`config.mk`:
```
export PLATFORM = sky130hd
export DESIGN_NAME = regfile_scoreboard
export DESIGN_NICKNAME = d
export VERILOG_FILES = /design/src/rtl/regfile_scoreboard.sv
export SDC_FILE = /design/constraint.sdc
export NUM_CORES = 2
export LEC_CHECK = 0
export CORE_UTILIZATION = 50
export CTS_BUF_LIST = sky130_fd_sc_hd__clkbuf_2 sky130_fd_sc_hd__clkbuf_4 sky130_fd_sc_hd__clkbuf_8
export CTS_CLUSTER_DIAMETER = 150
export DETAILED_ROUTE_END_ITERATION = 16
export GPL_ROUTABILITY_DRIVEN = 0
export GPL_TIMING_DRIVEN = 1
export PLACE_DENSITY = 0.63
export SETUP_SLACK_MARGIN = 0.1
export SLEW_MARGIN = 20
export SYNTH_ARGS = -nofsm -noshare
export SYNTH_HDL_FRONTEND = slang
export SYNTH_SLANG_ARGS = --single-unit
```
`constraint.sdc`:
```
create_clock -name clk -period 5 [get_ports clk]
set_input_delay 0.5 -clock clk [delete_from_list [all_inputs] [get_ports clk]]
set_output_delay 0.5 -clock clk [all_outputs]
set_load 0.05 [all_outputs]
```
`src/rtl/regfile_scoreboard.sv`:
```
// Integer register file for the ID stage: two bypassed combinational read
// ports, one write port from WB, and a per-register pending-write scoreboard
// that raises stall while a source operand's producer has not written back.
module regfile_scoreboard #(
  parameter int DATA_WIDTH = 32,
  parameter int ADDR_WIDTH = 5,
  parameter int CNT_WIDTH  = 2
) (
  input  logic                  clk,
  input  logic                  rst,
  input  logic                  wb_en,
  input  logic [ADDR_WIDTH-1:0] wb_rd,
  input  logic [DATA_WIDTH-1:0] wb_data,
  input  logic [ADDR_WIDTH-1:0] rs1_addr,
  input  logic [ADDR_WIDTH-1:0] rs2_addr,
  input  logic                  rs1_use,
  input  logic                  rs2_use,
  output logic [DATA_WIDTH-1:0] rs1_data,
  output logic [DATA_WIDTH-1:0] rs2_data,
  input  logic                  issue_en,
  input  logic [ADDR_WIDTH-1:0] issue_rd,
  input  logic                  flush,
  output logic                  stall
);

  localparam int NREG = 1 << ADDR_WIDTH;
  localparam logic [CNT_WIDTH-1:0] CNT_MAX = {CNT_WIDTH{1'b1}};
  localparam logic [CNT_WIDTH-1:0] CNT_ONE = CNT_WIDTH'(1);

  logic [DATA_WIDTH-1:0] regs_q [NREG];
  logic [CNT_WIDTH-1:0]  cnt_q  [NREG];
  logic [CNT_WIDTH-1:0]  cnt_d  [NREG];

  logic wb_hit1, wb_hit2;
  logic busy1, busy2;

  assign wb_hit1 = wb_en && (wb_rd == rs1_addr);
  assign wb_hit2 = wb_en && (wb_rd == rs2_addr);

  // Read ports: x0 reads zero, an arriving write-back is forwarded, else storage.
  always_comb begin
    rs1_data = regs_q[rs1_addr];
    rs2_data = regs_q[rs2_addr];
    if (rs1_addr == '0)   rs1_data = '0;
    else if (wb_hit1)     rs1_data = wb_data;
    if (rs2_addr == '0)   rs2_data = '0;
    else if (wb_hit2)     rs2_data = wb_data;
  end

  // Busy unless the only outstanding write is the one arriving this cycle
  // (bypass already supplies that value). x0 counter is always zero.
  always_comb begin
    busy1 = (cnt_q[rs1_addr] != '0) && !((cnt_q[rs1_addr] == CNT_ONE) && wb_hit1);
    busy2 = (cnt_q[rs2_addr] != '0) && !((cnt_q[rs2_addr] == CNT_ONE) && wb_hit2);
    stall = (rs1_use && busy1) || (rs2_use && busy2);
  end

  // Scoreboard next state: flush clears, otherwise saturating inc / dec per register.
  always_comb begin
    for (int r = 0; r < NREG; r++) begin
      logic inc, dec;
      cnt_d[r] = cnt_q[r];
      inc = issue_en && !stall && !flush && (issue_rd == ADDR_WIDTH'(r)) && (r != 0);
      dec = wb_en && (wb_rd == ADDR_WIDTH'(r)) && (cnt_q[r] != '0);
      if (flush) begin
        cnt_d[r] = '0;
      end else if (inc && !dec) begin
        if (cnt_q[r] != CNT_MAX) cnt_d[r] = cnt_q[r] + CNT_ONE;
      end else if (dec && !inc) begin
        cnt_d[r] = cnt_q[r] - CNT_ONE;
      end
    end
  end

  // Register storage; writes to x0 are dropped.
  always_ff @(posedge clk) begin
    if (rst) begin
      for (int r = 0; r < NREG; r++) regs_q[r] <= '0;
    end else if (wb_en && (wb_rd != '0)) begin
      regs_q[wb_rd] <= wb_data;
    end
  end

  // Pending-write counters.
  always_ff @(posedge clk) begin
    if (rst) begin
      for (int r = 0; r < NREG; r++) cnt_q[r] <= '0;
    end else begin
      for (int r = 0; r < NREG; r++) cnt_q[r] <= cnt_d[r];
    end
  end

endmodule

```
After elaboration in Yosys (flattened, before gate mapping)
Memory sizes are Yosys's and may differ from the RTL's.
Index checks and enable logic that the tools add are counted.
- register bits: 0
- RAM bits: 1088
- output and inout port bits: 65
- word-level logic and storage cells: 639
- memories kept: 2
- memories (memory ; depth ; bits a word ; rd ports ; clocked after memory_dff ; write ports ; RTL line ; text):
    regs_q ; 32 ; 32 ; 2 ; 0 ; 32 ; 30 ; logic [DATA_WIDTH-1:0] regs_q [NREG];
    cnt_q ; 32 ; 2 ; 34 ; 0 ; 32 ; 31 ; logic [CNT_WIDTH-1:0] cnt_q [NREG];
- add/subtract/negate cells: 63
- equal/unequal tests: 97
- muxes and demuxes: 171
- bitwise gates (word level): 32
- reduce and logical (&&, ||, !) cells: 274
- operator list (operator ; count):
    2-to-1 mux 2 bit ; 158
    logical AND 1 bit ; 168
    == test 5 bit, second input constant ; 32
    2-to-1 mux 32 bit ; 5
    == test 5 x 4 -> 1 bit, second input constant ; 16
    nonzero test 2 bit ; 34
    logical NOT 1 bit ; 66
    subtractor 2 x 1 -> 2 bit, second input constant ; 32
    adder 2 x 1 -> 2 bit, second input constant ; 31
    inequality test 2 bit, second input constant ; 31
    == test 5 x 3 -> 1 bit, second input constant ; 8
    OR 1 bit ; 32
    OR reduction 32 bit ; 1
    == test 5 x 2 -> 1 bit, second input constant ; 4
    logical NOT 5 bit ; 3
    == test 5 x 1 -> 1 bit, second input constant ; 2
    == test 5 bit ; 2
    2-to-1 mux 1 bit ; 7
    2-to-1 mux 5 bit ; 1
    nonzero test 5 bit ; 1
    == test 2 x 1 -> 1 bit, second input constant ; 2
    logical OR 1 bit ; 1

Longest topological paths before layout
- word-level depth: 17
- gate-level depth with buffers: 13

Worst setup path before layout
Ideal clock, no wire load.
- path kind: input port to output port
- start point: input rs1_addr[1]
- end point: output rs1_data[16]
- data arrival time: 3775 ps
- required time: 4500 ps
- path slack: 725 ps
- cell stages on the path: 9
- path buffers: 6
- cell sequence: buf_2 > buf_2 > buf_2 > buf_2 > clkbuf_1 > buf_2 > mux2i_1 > mux4_2 > a211oi_1
- word-level cells in the longest chain between the ends: 4
- elaborated cells between the ends (all ways): 6
- classes of those cells: eq/ne (1); mux (2); reduce/logical (2); memory (1)
- RTL lines (what ; RTL line ; text):
    start: declaration ; 14 ; input logic [ADDR_WIDTH-1:0] rs1_addr,
    parallel branches: the longest is 3 deep, another holds memory read (32 x 32 bit) ; -- ;
    2-to-1 mux 32 bit (*) ; 44 ; if (rs1_addr == '0) rs1_data = '0;
    end: declaration ; 18 ; output logic [DATA_WIDTH-1:0] rs1_data,
Every way passes the cells marked *.

==> impl_metrics.json <==
{
  "syn_area_um2": 60800,
  "avgRoutedWirePerCell_um": 32.7,
  "dpl.cell_count": 5708,
  "synth_top_flop_cell": "edfxtp_1",
  "grt_max_degree": 81,
  "drcViolationCount": 0,
  "syn_to_final_growth_pct": 12.3,
  "ctsHoldBuffers": 1,
  "via_per_inst": 6.51,
  "die_w_um": 351,
  "grt_pass1_vias": 39600,
  "ir_worst_vdd_mv": 0.312,
  "yosysTopAreaCell": "edfxtp_1",
  "syn_inst": 4160,
  "rows": 127,
  "critical_path_class": "register to output pin",
  "synthAdderAreaFrac": 0.000206,
  "dr.pass1.iters": 6,
  "maxSlewViolCount": 0,
  "clock_latency_ns": 0.91,
  "portBuffers": 123,
  "min_path_type": "primary input to register",
  "synth-simple-area-share": 0.144,
  "worst_pin_slew_ns": 1.14,
  "coreArea_um2": 120000,
  "final_hold_viol_count": 0,
  "grt_overflow_total": 0,
  "required_ns": 4.50,
  "synth_top_family_by_area": "multiplexers",
  "postPlaceCellArea_um2": 64700,
  "fin_util": 0.568,
  "maxCapViolations": 0,
  "drt-initial-drc-count": 5107,
  "design_area_um2": 68300,
  "synth_compound_area_frac": 0.0407,
  "yosys_warnings": 0,
  "yosysSeqAreaShare": 0.527,
  "setup_viol_count_final": 0,
  "track_usage": 0.327,
  "cts_tree": "done",
  "dieHeight_um": 351,
  "synth.avg_cell_area_um2": 14.6,
  "n_fill_cell": 9516,
  "cp.arrival_ns": 3.81,
  "drive_above_1_share": 0.291,
  "synthTopCellsByArea": "edfxtp_1 (51%), mux4_2 (23%), and2_1 (10%)",
  "power_density_nw_per_um2": 324,
  "path_max_fanout": 2,
  "crit_path_end_kind": "output pin",
  "clock_path_buffers": 3,
  "clock_skew_ns": 0.0189,
  "synthXorXnorAreaFrac": 0.00158,
  "io_pins": 124,
  "post_cts_resized": 0,
  "relSlewSlack": 0.241,
  "ant_nets": 0,
  "synth_edf_count": 1024,
  "rsz0062_at_grt": "no",
  "die-area_um2": 123000,
  "wl_mm": 198,
  "numCtsBuffers": 187,
  "fmax_ghz": 0.232,
  "nNetsFinal": 4346,
  "cts_setup_buffers": 0,
  "cp-start-kind": "register",
  "tns_ns": 0,
  "antenna_found_initial": 10,
  "routed-via-count": 39400,
  "status": "finished, final reports clean",
  "htreeDepth": 4,
  "p_leak_nw": 23.6,
  "finalCritPeriodShare": 0.862,
  "cts.clk_slew.worst_paths_ns": 0.06,
  "grt_pass1_wl_mm": 282,
  "final_cells": 6048,
  "dp_hpwl_mm": 119,
  "synth_cell_types": 66,
  "cts_sinks": 1088,
  "yosys.area.top_type_share": 0.506,
  "ys_seq_elements": 1088,
  "synthArstFlopShare": 0,
  "synthMuxAreaShare": 0.257,
  "start_util": 0.505,
  "root_buffer": "clkbuf_8",
  "finalCriticalPeriod_ns": 4.31
}
==> cell usage in the layout (no fill, tap or decap), types with 57 or more instances in the layout <==
cell type,n
and2_1,1013
clkdlybuf4s50_1,57
clkbuf_8,194
dfxtp_1,64
a21oi_1,89
buf_4,222
nor2b_1,58
mux2i_1,126
a211oi_1,129
nor2_1,129
clkinv_1,58
mux4_2,626
edfxtp_1,1024
==> synth_stat cells, drive strengths merged (3+ instances only) <==
master	instances
nand4	24
mux4	626
or4	3
a21bo	5
o31ai	20
mux2	21
dfxtp	64
edfxtp	1024
a31o	8
xnor2	3
o211ai	4
and4b	5
nand2b	7
buf	113
and3	11
o21bai	14
or2	40
nor2b	58
inv	19
a21o	11
nor4	6
xor2	8
nor3b	18
a311oi	3
o21ai	48
clkbuf	314
a21boi	10
nor2	164
and2	1014
o2111a	5
a211oi	129
nor3	26
mux2i	126
nand2	50
a31oi	4
o311a	3
a21oi	89
nand3	31
nand3b	14
==> critical path, stage by stage, from the launching register on <==
cell             delay [ns]
edfxtp_1               0.35
mux4_2                 0.22
nor2b_1                0.12
a211oi_1               0.06
a211oi_1               0.58
a21oi_1                0.21
a211oi_1               0.47
clkdlybuf4s50_1        0.89
==> where the power goes <==
part           total, mW  internal [mW]  switching (mW)  leakage, nW
sequential          10.7           10.4           0.234         10.3
combinational       3.35           1.39            1.96         11.4
clock               8.10           4.29            3.80         1.87
==> registers in the layout, indices dropped and copies added, names as in the netlist <==
name / cells
cnt_q: 64
regs_q: 1024
==> path summary, 6_finish.rpt <==
check,from,end,slack (ns),cells past startpoint
max,regs_q[0][7]$_SDFFCE_PN0P_,rs1_data[7],0.69,7
max reg2reg,cnt_q[21][0]$_SDFFE_PP0P_,cnt_q[23][0]$_SDFFE_PP0P_,1.75,10
min,wb_data[0],regs_q[18][0]$_SDFFCE_PN0P_,0.29,2
min reg2reg,cnt_q[14][1]$_SDFFE_PP0P_,cnt_q[14][1]$_SDFFE_PP0P_,0.52,2
==> cells by family (layout without fill, tap and decap cells) <==
kind of cell,Yosys count,count (layout)
AND/OR/NAND/NOR,1477,1477
flip-flops,1088,1088
multiplexers,773,773
buffers and inverters,446,683
AO/OA/AOI/OAI,363,363
XOR/XNOR,11,11
adder cells (fa/ha/maj),1,1
other,1,40
==> layer usage <==
metal | global-route usage | wire (um)
met4 | 0.133 | 8130
met5 | 0 | 13
met3 | 0.0688 | 19500
met1 | 0.442 | 77100
met2 | 0.517 | 93200
==> stage by stage <==
stage                     total power [mW]  hold slack, ns  worst slack (ns)
after global routing                  22.7           0.276             0.549
after floorplan                       12.8           0.467             0.725
after CTS                             22.2           0.476             0.752
after detailed placement              14.2           0.498             0.731
after global placement                14.1           0.494             0.793
final                                 22.1           0.290             0.689
==> cell type report <==
cell class / instances / area, um^2 / share of cell area
Timing Repair Buffer: 333 / 3200 / 0.0468
Clock inverter: 95 / 632 / 0.00925
Antenna cell: 8 / 20.0 / 0.000293
Multi-Input combinational cell: 2657 / 27300 / 0.400
Clock buffer: 236 / 2980 / 0.0436
Tap cell: 1612 / 2020 / 0.0295
Sequential cell: 1088 / 32000 / 0.469
Inverter: 19 / 71.3 / 0.00104
Power figures use the tool's default switching activity.
